File: src/rtl/clock_divider_multi.sv
// clock_divider_multi: N_CH runtime-programmable square-wave dividers with rising-edge ticks.
// Latency: all outputs registered; a load/sync/enable change is visible one board_clk edge later.
// Backpressure: none; strobes are consumed on the edge they are sampled, bad loads pulse load_err.
module clock_divider_multi #(
  parameter int SYS_CLK_HZ   = 1000,
  parameter int OUT_CLK_HZ   = 4,
  parameter int N_CH         = 2,
  parameter int CNT_W        = 16,
  parameter int DEFAULT_HALF = SYS_CLK_HZ / (2 * OUT_CLK_HZ),
  parameter int SEL_W        = 3
) (
  input  logic             board_clk,
  input  logic             reset,
  input  logic [N_CH-1:0]  enable,
  input  logic             sync,
  input  logic             load,
  input  logic [SEL_W-1:0] load_ch,
  input  logic [CNT_W-1:0] load_half,
  output logic [N_CH-1:0]  clk_out,
  output logic [N_CH-1:0]  tick,
  output logic             load_err
);

  // Reset half-period and channel count, sized to the registers they are compared with.
  localparam logic [CNT_W-1:0] HALF_RST = CNT_W'(DEFAULT_HALF);
  localparam logic [SEL_W:0]   N_CH_L   = (SEL_W + 1)'(N_CH);

  logic [CNT_W-1:0] half_q [N_CH];
  logic [CNT_W-1:0] half_d [N_CH];
  logic [CNT_W-1:0] cnt_q  [N_CH];
  logic [CNT_W-1:0] cnt_d  [N_CH];
  logic [N_CH-1:0]  clk_q, clk_d;
  logic [N_CH-1:0]  tick_q, tick_d;
  logic             err_q, err_d;
  logic             load_ok;

  // Next-state: load decode, then per-channel count/toggle with sync taking priority over enable.
  always_comb begin
    load_ok = load && ({1'b0, load_ch} < N_CH_L) && (load_half != '0);
    err_d   = load && !load_ok;
    for (int i = 0; i < N_CH; i++) begin
      half_d[i] = half_q[i];
      cnt_d[i]  = cnt_q[i];
      clk_d[i]  = clk_q[i];
      tick_d[i] = 1'b0;
      // The new half-period only governs comparisons from the next edge on.
      if (load_ok && (load_ch == SEL_W'(i))) begin
        half_d[i] = load_half;
      end
      if (sync) begin
        cnt_d[i] = '0;
        clk_d[i] = 1'b0;
      end else if (enable[i]) begin
        // half is never 0, so half-1 cannot wrap; ">=" also catches a count
        // left above a freshly shortened half and wraps it immediately.
        if (cnt_q[i] < (half_q[i] - CNT_W'(1))) begin
          cnt_d[i] = cnt_q[i] + CNT_W'(1);
        end else begin
          cnt_d[i]  = '0;
          clk_d[i]  = ~clk_q[i];
          tick_d[i] = ~clk_q[i];
        end
      end
    end
  end

  // State registers with synchronous reset that overrides sync and load.
  always_ff @(posedge board_clk) begin
    if (reset) begin
      for (int i = 0; i < N_CH; i++) begin
        half_q[i] <= HALF_RST;
        cnt_q[i]  <= '0;
      end
      clk_q  <= '0;
      tick_q <= '0;
      err_q  <= 1'b0;
    end else begin
      for (int i = 0; i < N_CH; i++) begin
        half_q[i] <= half_d[i];
        cnt_q[i]  <= cnt_d[i];
      end
      clk_q  <= clk_d;
      tick_q <= tick_d;
      err_q  <= err_d;
    end
  end

  assign clk_out  = clk_q;
  assign tick     = tick_q;
  assign load_err = err_q;

endmodule

File: config.mk
export PLATFORM = sky130hd
export DESIGN_NAME = clock_divider_multi
export DESIGN_NICKNAME = d
export VERILOG_FILES = /design/src/rtl/clock_divider_multi.sv
export SDC_FILE = /design/constraint.sdc
export NUM_CORES = 1
export LEC_CHECK = 0
export CAP_MARGIN = 0
export CORE_UTILIZATION = 55
export CTS_BUF_LIST = sky130_fd_sc_hd__clkbuf_4
export CTS_CLUSTER_DIAMETER = 200
export DETAILED_ROUTE_END_ITERATION = 8
export PLACE_DENSITY_LB_ADDON = 0.3
export SLEW_MARGIN = 5
export SYNTH_ARGS = -nofsm -noshare
export SYNTH_HDL_FRONTEND = slang
export SYNTH_SLANG_ARGS = --single-unit
File: constraint.sdc
create_clock -name board_clk -period 2.6 [get_ports board_clk]
set_input_delay 0.78 -clock board_clk [delete_from_list [all_inputs] [get_ports board_clk]]
set_output_delay 0.78 -clock board_clk [all_outputs]
set_load 0.01 [all_outputs]
==> out/metrics.cfg, run 1 <==
[synth]
synth_top_area_share_pct=33.8
synthTopCellsByArea=dfxtp_1, ha_1, nor2_1, xnor2_1, xor2_1
ys_warn_count=0
synth.most_common_cell=nor2_1
ys_seq_area_share_pct=33.8
synth_edf_count=0
synthTopCellsByCount=nor2_1, dfxtp_1, ha_1
syn_nets=523
synthDistinctLibCells=42
syn_inst=464
ys_async_sr_fraction_pct=0
synth_top_area_cell=dfxtp_1
syn_area_sq_mm=0.00409
ys.flop_type=dfxtp_1
ys_ff_latch=69
avgSynthCellArea_sq_um=8.81

[clock_network]
numCtsBuffers=9
h-tree-depth=3
worstSkewPairLatency_ps=410
clkTransAtPathRegs_ps=110
cts-root-buf=clkbuf_4
cts_tree=built
ctsLongestPathBuffers=2
cts_sinks=69

[floorplan]
fp.dieW_microns=88.2
dieArea_sq_mm=0.00778
die_h_microns=88.2
core_region_area_sq_mm=0.00721
initial_core_util_pct=56.7
rows=31
ioPinCount=30

[flow_run]
drv_cap=0

[global_route]
grt_pass1_wl_microns=15500
grt_max_degree=35
use_met3_pct=5.13
grt_pass1_vias=3412
globalRoute.busiestLayer=met2
grt_overflow=0
grt.total_usage_pct=26.1
antenna_found_initial=0
grt_use_met2_pct=42.6
gr-usage-met1_pct=33.6

[critical_path]
critPathMaxStageDelay_ps=350
path_common_cell=nor4_4
crit_chain=nor4_4 -> buf_4 -> buf_4 -> nand2_2 -> nor4_4 -> xnor2_2 -> ha_1 -> a21oi_2 -> nor3_4 -> nor4_4 -> a31oi_4 -> buf_12 -> nor2_2
r2r_start=half_q[0][5]
start_kind=flip-flop
cp.arrival_ps=3100
worst_setup_path_end_kind=flip-flop
critPathKind=flip-flop to flip-flop
cp.required_ps=2950
crit_path_start=half_q[0][5]
critPathMaxFanout=14
slowest_stage=dfxtp_2

[timing]
maxSlewViolCount=0
setup_viol=33
max_slew_margin_pct=67.7
skew_ps=16.3
post-route-min-period_ps=2740
final_hold_viol_count=0
fmax_mhz=364
setup_ws_ps=-145
finalCritPeriodShare_pct=106
tightest_slew_ps=479
rsz0062_at_grt=true

[power]
vdd_drop_max_uv=247
p_total_w=0.00203
p_switching_w=0.000531
internal_power_w=0.00150
pwr-share-comb_pct=12.6
clockPowerShare_pct=33.5
leakagePower_nw=2.26
p_sw_share_pct=26.2
p_seq_share_pct=53.8
power.density_mw_per_mm2=374

[layout]
drive_gt1_share_pct=25.9
final-instance-count-excl-fill=654
fillers=507
area_delta_synth_final_pct=32.7
antennaDiodeCount=0
fin_nets=609
fin_util_pct=75.2

[placement]
place_inst=634
place.detailed.hpwl_microns=7320
gp_congestion=0.859
pre_cts_ws_ps=-260
placement.io_buffers=29

[drt]
postRouteAntennaNets=0
drcViolationCount=0
post_drt_wl_per_cell_microns=16.6
viasPerCell=5.77
first_iter_violations=266
vias=3776
first_pass_iters=5
drt_wl_total_microns=10800

[run_status]
status=finished with violations
violations=setup timing

[min_path]
hp-start=cnt_q[0][17]
hold_path_class=flip-flop to flip-flop

## worst max-delay path, delay by kind of cell, from the launching register on
kind	cells	cell delay (ps)
buffers and inverters	3	460
XOR/XNOR	1	130
AO/OA/AOI/OAI	2	320
adder cells (fa/ha/maj)	1	340
AND/OR/NAND/NOR	6	1100
flip-flops	1	350
## cells by family after synthesis
family | count (synthesis) | synth area share (%)
buf+inv | 31 | 4.44
xor+xnor | 56 | 12.0
flops | 69 | 33.8
simple gates | 211 | 27.0
fa+ha+maj | 34 | 10.4
mux | 21 | 5.14
compound gates | 42 | 7.25
## power by group through the flow
| stage | logic [W] | registers (W) | clock network, W |
|---|---|---|---|
| floorplan | 0.000113 | 0.00111 | 0 |
| global placement | 0.000220 | 0.00111 | 0 |
| detailed placement | 0.000226 | 0.00111 | 0 |
| CTS | 0.000235 | 0.00109 | 0.000679 |
| global route | 0.000273 | 0.00109 | 0.000731 |
| finish | 0.000256 | 0.00109 | 0.000680 |
## layout make-up
| cell class | count | area, sq um | area share (%) |
|---|---|---|---|
| Multi-Input combinational cell | 364 | 2920 | 53.8 |
| Sequential cell | 69 | 1390 | 25.6 |
| Timing Repair Buffer | 90 | 810 | 14.9 |
| Tap cell | 99 | 124 | 2.28 |
| Clock buffer | 10 | 75.1 | 1.38 |
| Inverter | 16 | 60.1 | 1.11 |
| Clock inverter | 6 | 53.8 | 0.991 |
## path summary, 6_finish.rpt
path                   to  slack [ps]  cells past startpoint
min          cnt_q[0][17]         560                      2
max           cnt_q[0][8]        -140                     13
max reg2reg   cnt_q[0][8]        -140                     13
min reg2reg  cnt_q[0][17]         560                      2
## state kept, by name, indices dropped and copies added, names as in the netlist
signal    cells
load_err      1
half_q       32
tick          2
clk_out       2
cnt_q        32
## layout by cell type, fill, tap and decap left out, types with 4 or more instances in the layout
cell	n
nor2_1	71
dfxtp_1	64
buf_4	54
ha_1	33
clkdlybuf4s50_1	29
xnor2_1	26
xor2_1	26
nand2_1	23
mux2i_1	21
nand3_1	20
inv_1	16
a211o_1	12
nand4_1	11
nor4_4	10
clkbuf_4	10
nor3_1	9
a21oi_1	9
nor2_2	7
nor3_4	6
o21ai_0	6
and3_1	6
nor4_1	5
dfxtp_2	5
nand3_4	4
xnor2_2	4
nor3_2	4
nand2_2	4
a21oi_2	4
and4_1	4
clkinv_2	4
buf_12	4
## routing by layer
metal,part of all wire (%),up-vias
met4,2.5,0
met5,0,-
li1,-,1817
met2,48,115
met3,4.7,28
met1,45,1816
## stage by stage
stage	instance area (sq um)	hold WS (ps)	TNS, ps
6_report	5430	555	-2870
4_1_cts	5150	553	-357
5_1_grt	5430	595	-8200
3_3_place_gp	4880	505	-5250
2_1_floorplan	4110	473	0
3_5_place_dp	4880	528	-12240
## repair_timing
item | 4_1_cts | 5_1_grt
hold buffers | 0 | 0
endpoints found under the setup margin | 36 | 36
pin swaps | 10 | 21
buffers inserted | 0 | 4
resized for setup | 31 | 47
No activity file was read; power rests on OpenSTA's default activity.
==> run 2: changes to the inputs <==
ABC_AREA = 1   (was not set)
==> out/metrics.cfg, run 2 <==
[critical_path]
critPathCapture=cnt_q[0][7]  ; was cnt_q[0][8]
critPathKind=flip-flop to flip-flop  ; unchanged
worst_setup_path_end_kind=flip-flop  ; unchanged
critPathMaxFanout=6  ; was 14
cp.required_ps=2930  ; was 2950 ps
crit_path_start=half_q[0][2]  ; was half_q[0][5]
reg2reg_to=cnt_q[0][7]  ; was cnt_q[0][8]
start_kind=flip-flop  ; unchanged
r2r_start=half_q[0][2]  ; was half_q[0][5]
r2r_setup_slack_ps=-50  ; was -140 ps
r2r_cells=20  ; was 13
cp.arrival_ps=2980  ; was 3100 ps

[synth]
synthTopCellsByArea=dfxtp_1, ha_1, nand2_1, nor2_1, xor2_1  ; was dfxtp_1, ha_1, nor2_1, xnor2_1, xor2_1
avgSynthCellArea_sq_um=7.34  ; was 8.81 sq um
synthDistinctLibCells=35  ; was 42
synth.most_common_cell=nand2_1  ; was nor2_1
synthTopCellsByCount=nand2_1, nor2_1, dfxtp_1  ; was nor2_1, dfxtp_1, ha_1
syn_nets=629  ; was 523
synth_edf_count=0  ; unchanged
ys_ff_latch=69  ; unchanged
syn_inst=570  ; was 464
synth_top_area_cell=dfxtp_1  ; unchanged
synth_top_area_share_pct=33.0  ; was 33.8%
ys_seq_area_share_pct=33.0  ; was 33.8%
ys_async_sr_fraction_pct=0  ; unchanged
syn_area_sq_mm=0.00419  ; was 0.00409 sq mm
ys_warn_count=0  ; unchanged
ys.flop_type=dfxtp_1  ; unchanged

[floorplan]
dieArea_sq_mm=0.00796  ; was 0.00778 sq mm
die_h_microns=89.2  ; was 88.2 microns
initial_core_util_pct=57.4  ; was 56.7%
fp.dieW_microns=89.2  ; was 88.2 microns
rows=31  ; unchanged
core_region_area_sq_mm=0.00729  ; was 0.00721 sq mm
ioPinCount=30  ; unchanged

[layout]
fin_nets=696  ; was 609
most-common-layout-cells=nand2_1, nor2_1, dfxtp_1  ; was nor2_1, dfxtp_1, buf_4
layout_commonest_cell=nand2_1  ; was nor2_1
finish.instance_area_sq_mm=0.00518  ; was 0.00543 sq mm
top_regs=cnt_q x32, half_q x32  ; unchanged
antennaDiodeCount=0  ; unchanged
area_delta_synth_final_pct=23.6  ; was 32.7%
drive_gt1_share_pct=23.7  ; was 25.9%
fillers=593  ; was 507

[clock_network]
clkTransAtPathRegs_ps=120  ; was 110 ps
h-tree-depth=3  ; unchanged
ctsLongestPathBuffers=2  ; unchanged
cts_tree=built  ; unchanged
numCtsBuffers=9  ; unchanged
cts-root-buf=clkbuf_4  ; unchanged
cts_sinks=69  ; unchanged
worstSkewPairLatency_ps=440  ; was 410 ps

[timing]
rsz0062_at_grt=true  ; unchanged
final_hold_viol_count=0  ; unchanged
setup_ws_ps=-51.9  ; was -145 ps
setup_viol=14  ; was 33
finalSetupTns_ps=-479  ; was -2870 ps
tightest_slew_ps=427  ; was 479 ps
finalCritPeriodShare_pct=102  ; was 106%
maxSlewViolCount=0  ; unchanged
max_slew_margin_pct=71.5  ; was 67.7%
hold_slack_ps=500  ; was 555 ps
skew_ps=18.7  ; was 16.3 ps
post-route-min-period_ps=2650  ; was 2740 ps
fmax_mhz=377  ; was 364 MHz

[drt]
vias=3870  ; was 3776
wl_met3_microns=368  ; was 504 microns
wl_met2_microns=4840  ; was 5200 microns
postRouteAntennaNets=0  ; unchanged
first_pass_iters=4  ; was 5
wl_met1_microns=4440  ; was 4850 microns
drt_wl_total_microns=9840  ; was 10800 microns
viasPerCell=5.22  ; was 5.77
post_drt_wl_per_cell_microns=13.3  ; was 16.6 microns
first_iter_violations=110  ; was 266
drcViolationCount=0  ; unchanged
top_layer=met4  ; unchanged

[placement]
gp_congestion=0.791  ; was 0.859
place.detailed.hpwl_microns=7140  ; was 7320 microns
dpl_cell_area_sq_mm=0.00472  ; was 0.00488 sq mm
placement.io_buffers=29  ; unchanged

[global_route]
grt_overflow=0  ; unchanged
grt_max_degree=18  ; was 35
grt_pass1_vias=3619  ; was 3412
grt.total_usage_pct=25.9  ; was 26.1%
grt_pass1_wl_microns=15800  ; was 15500 microns
antenna_found_initial=0  ; unchanged

[run_status]
status=finished with violations  ; unchanged
violations=setup timing  ; unchanged

[flow_run]
drv_cap=0  ; unchanged

[min_path]
hold_path_class=flip-flop to flip-flop  ; unchanged

[power]
power.density_mw_per_mm2=390  ; was 374 mW/mm^2
vdd_drop_max_uv=239  ; was 247 uV
leakagePower_nw=2.30  ; was 2.26 nW
p_total_w=0.00202  ; was 0.00203 W

run 2: cell count changes after synthesis, sizes merged, moves of 6 or more:
| cell | change |
|---|---|
| inv | +46 |
| xnor2 | -21 |
| mux2i | -21 |
| nand4 | -6 |
| nor4 | -17 |
| nor3 | -7 |
| and3 | -6 |
| o211ai | +7 |
| nor2 | +51 |
| a211o | -12 |
| o21ai | +23 |
| a21oi | +12 |
| nand2 | +76 |
run 2: how the worst min path moves through the flow:
stage | slack, ps | end | depth (start not counted) | from
2_1_floorplan | 460 | half_q[0][14] | 2 | half_q[0][14]
3_3_place_gp | 480 | clk_out[0] | 2 | clk_out[0]
3_5_place_dp | 480 | clk_out[1] | 2 | clk_out[1]
4_1_cts | 500 | clk_out[0] | 2 | clk_out[0]
5_1_grt | 530 | clk_out[0] | 2 | clk_out[0]
6_report | 500 | clk_out[0] | 2 | clk_out[0]
run 2: through the flow:
| step | util [%] | cells | setup slack, ps |
|---|---|---|---|
| finish | 71.0 | 741 | -51.9 |
| global route | 71.0 | 741 | -255 |
| CTS | 67.5 | 730 | 10.1 |
| detailed placement | 64.7 | 712 | -126 |
| global placement | 64.7 | 712 | -16.2 |
| floorplan | - | 570 | 52.6 |
run 2: logic make-up (layout without fill, tap and decap cells):
group,count (synthesis),count (layout),share of synthesized area (%)
simple gates,286,287,32.4
fa+ha+maj,34,34,10.2
flops,69,69,33.0
buf+inv,74,145,7.50
compound gates,68,68,8.79
xor+xnor,39,39,8.16
run 2: critical path, cell delays in order, from the launching register on:
cell	delay [ps]
dfxtp_2	340
inv_2	80
nand2_1	80
nor2_1	100
nand2_1	100
nor2_2	160
nand2_1	90
nor2_2	150
nand4_1	110
xor2_1	160
ha_1	290
nand2_1	60
inv_1	70
nand3_2	90
nor3_2	110
nand2_1	100
nand2_2	90
nand2_4	70
buf_12	140
nand2_8	90
nor2_2	40
run 2: report_power, final:
group / internal (W) / leakage (nW) / switching, W
clock: 0.000286 / 0.0670 / 0.000407
sequential: 0.00108 / 0.557 / 0.0000224
combinational: 0.000103 / 1.68 / 0.000124
total: 0.00147 / 2.30 / 0.000554
run 2: repair_timing:
item | 4_1_cts | 5_1_grt
endpoints found under the setup margin | 30 | 35
cloned | 0 | 1
gates resized for setup | 12 | 47
setup buffers | 2 | 10
pin swaps | 4 | 22
hold buffers | 0 | 0
run 2: layer usage:
| metal | up-vias | track usage [%] |
|---|---|---|
| met3 | 23 | 5.72 |
| met4 | 0 | 10.1 |
| met5 | - | 0 |
| met1 | 1789 | 31.3 |
| met2 | 86 | 44.8 |
| li1 | 1972 | - |
run 2: area by class of cell:
type	count	area, sq um	share of cell area [%]
Multi-Input combinational cell	428	2690	52.0
Sequential cell	69	1390	26.9
Timing Repair Buffer	67	596	11.5
Inverter	62	240	4.64
Tap cell	99	124	2.39
Clock buffer	9	67.6	1.31
Clock inverter	7	66.3	1.28
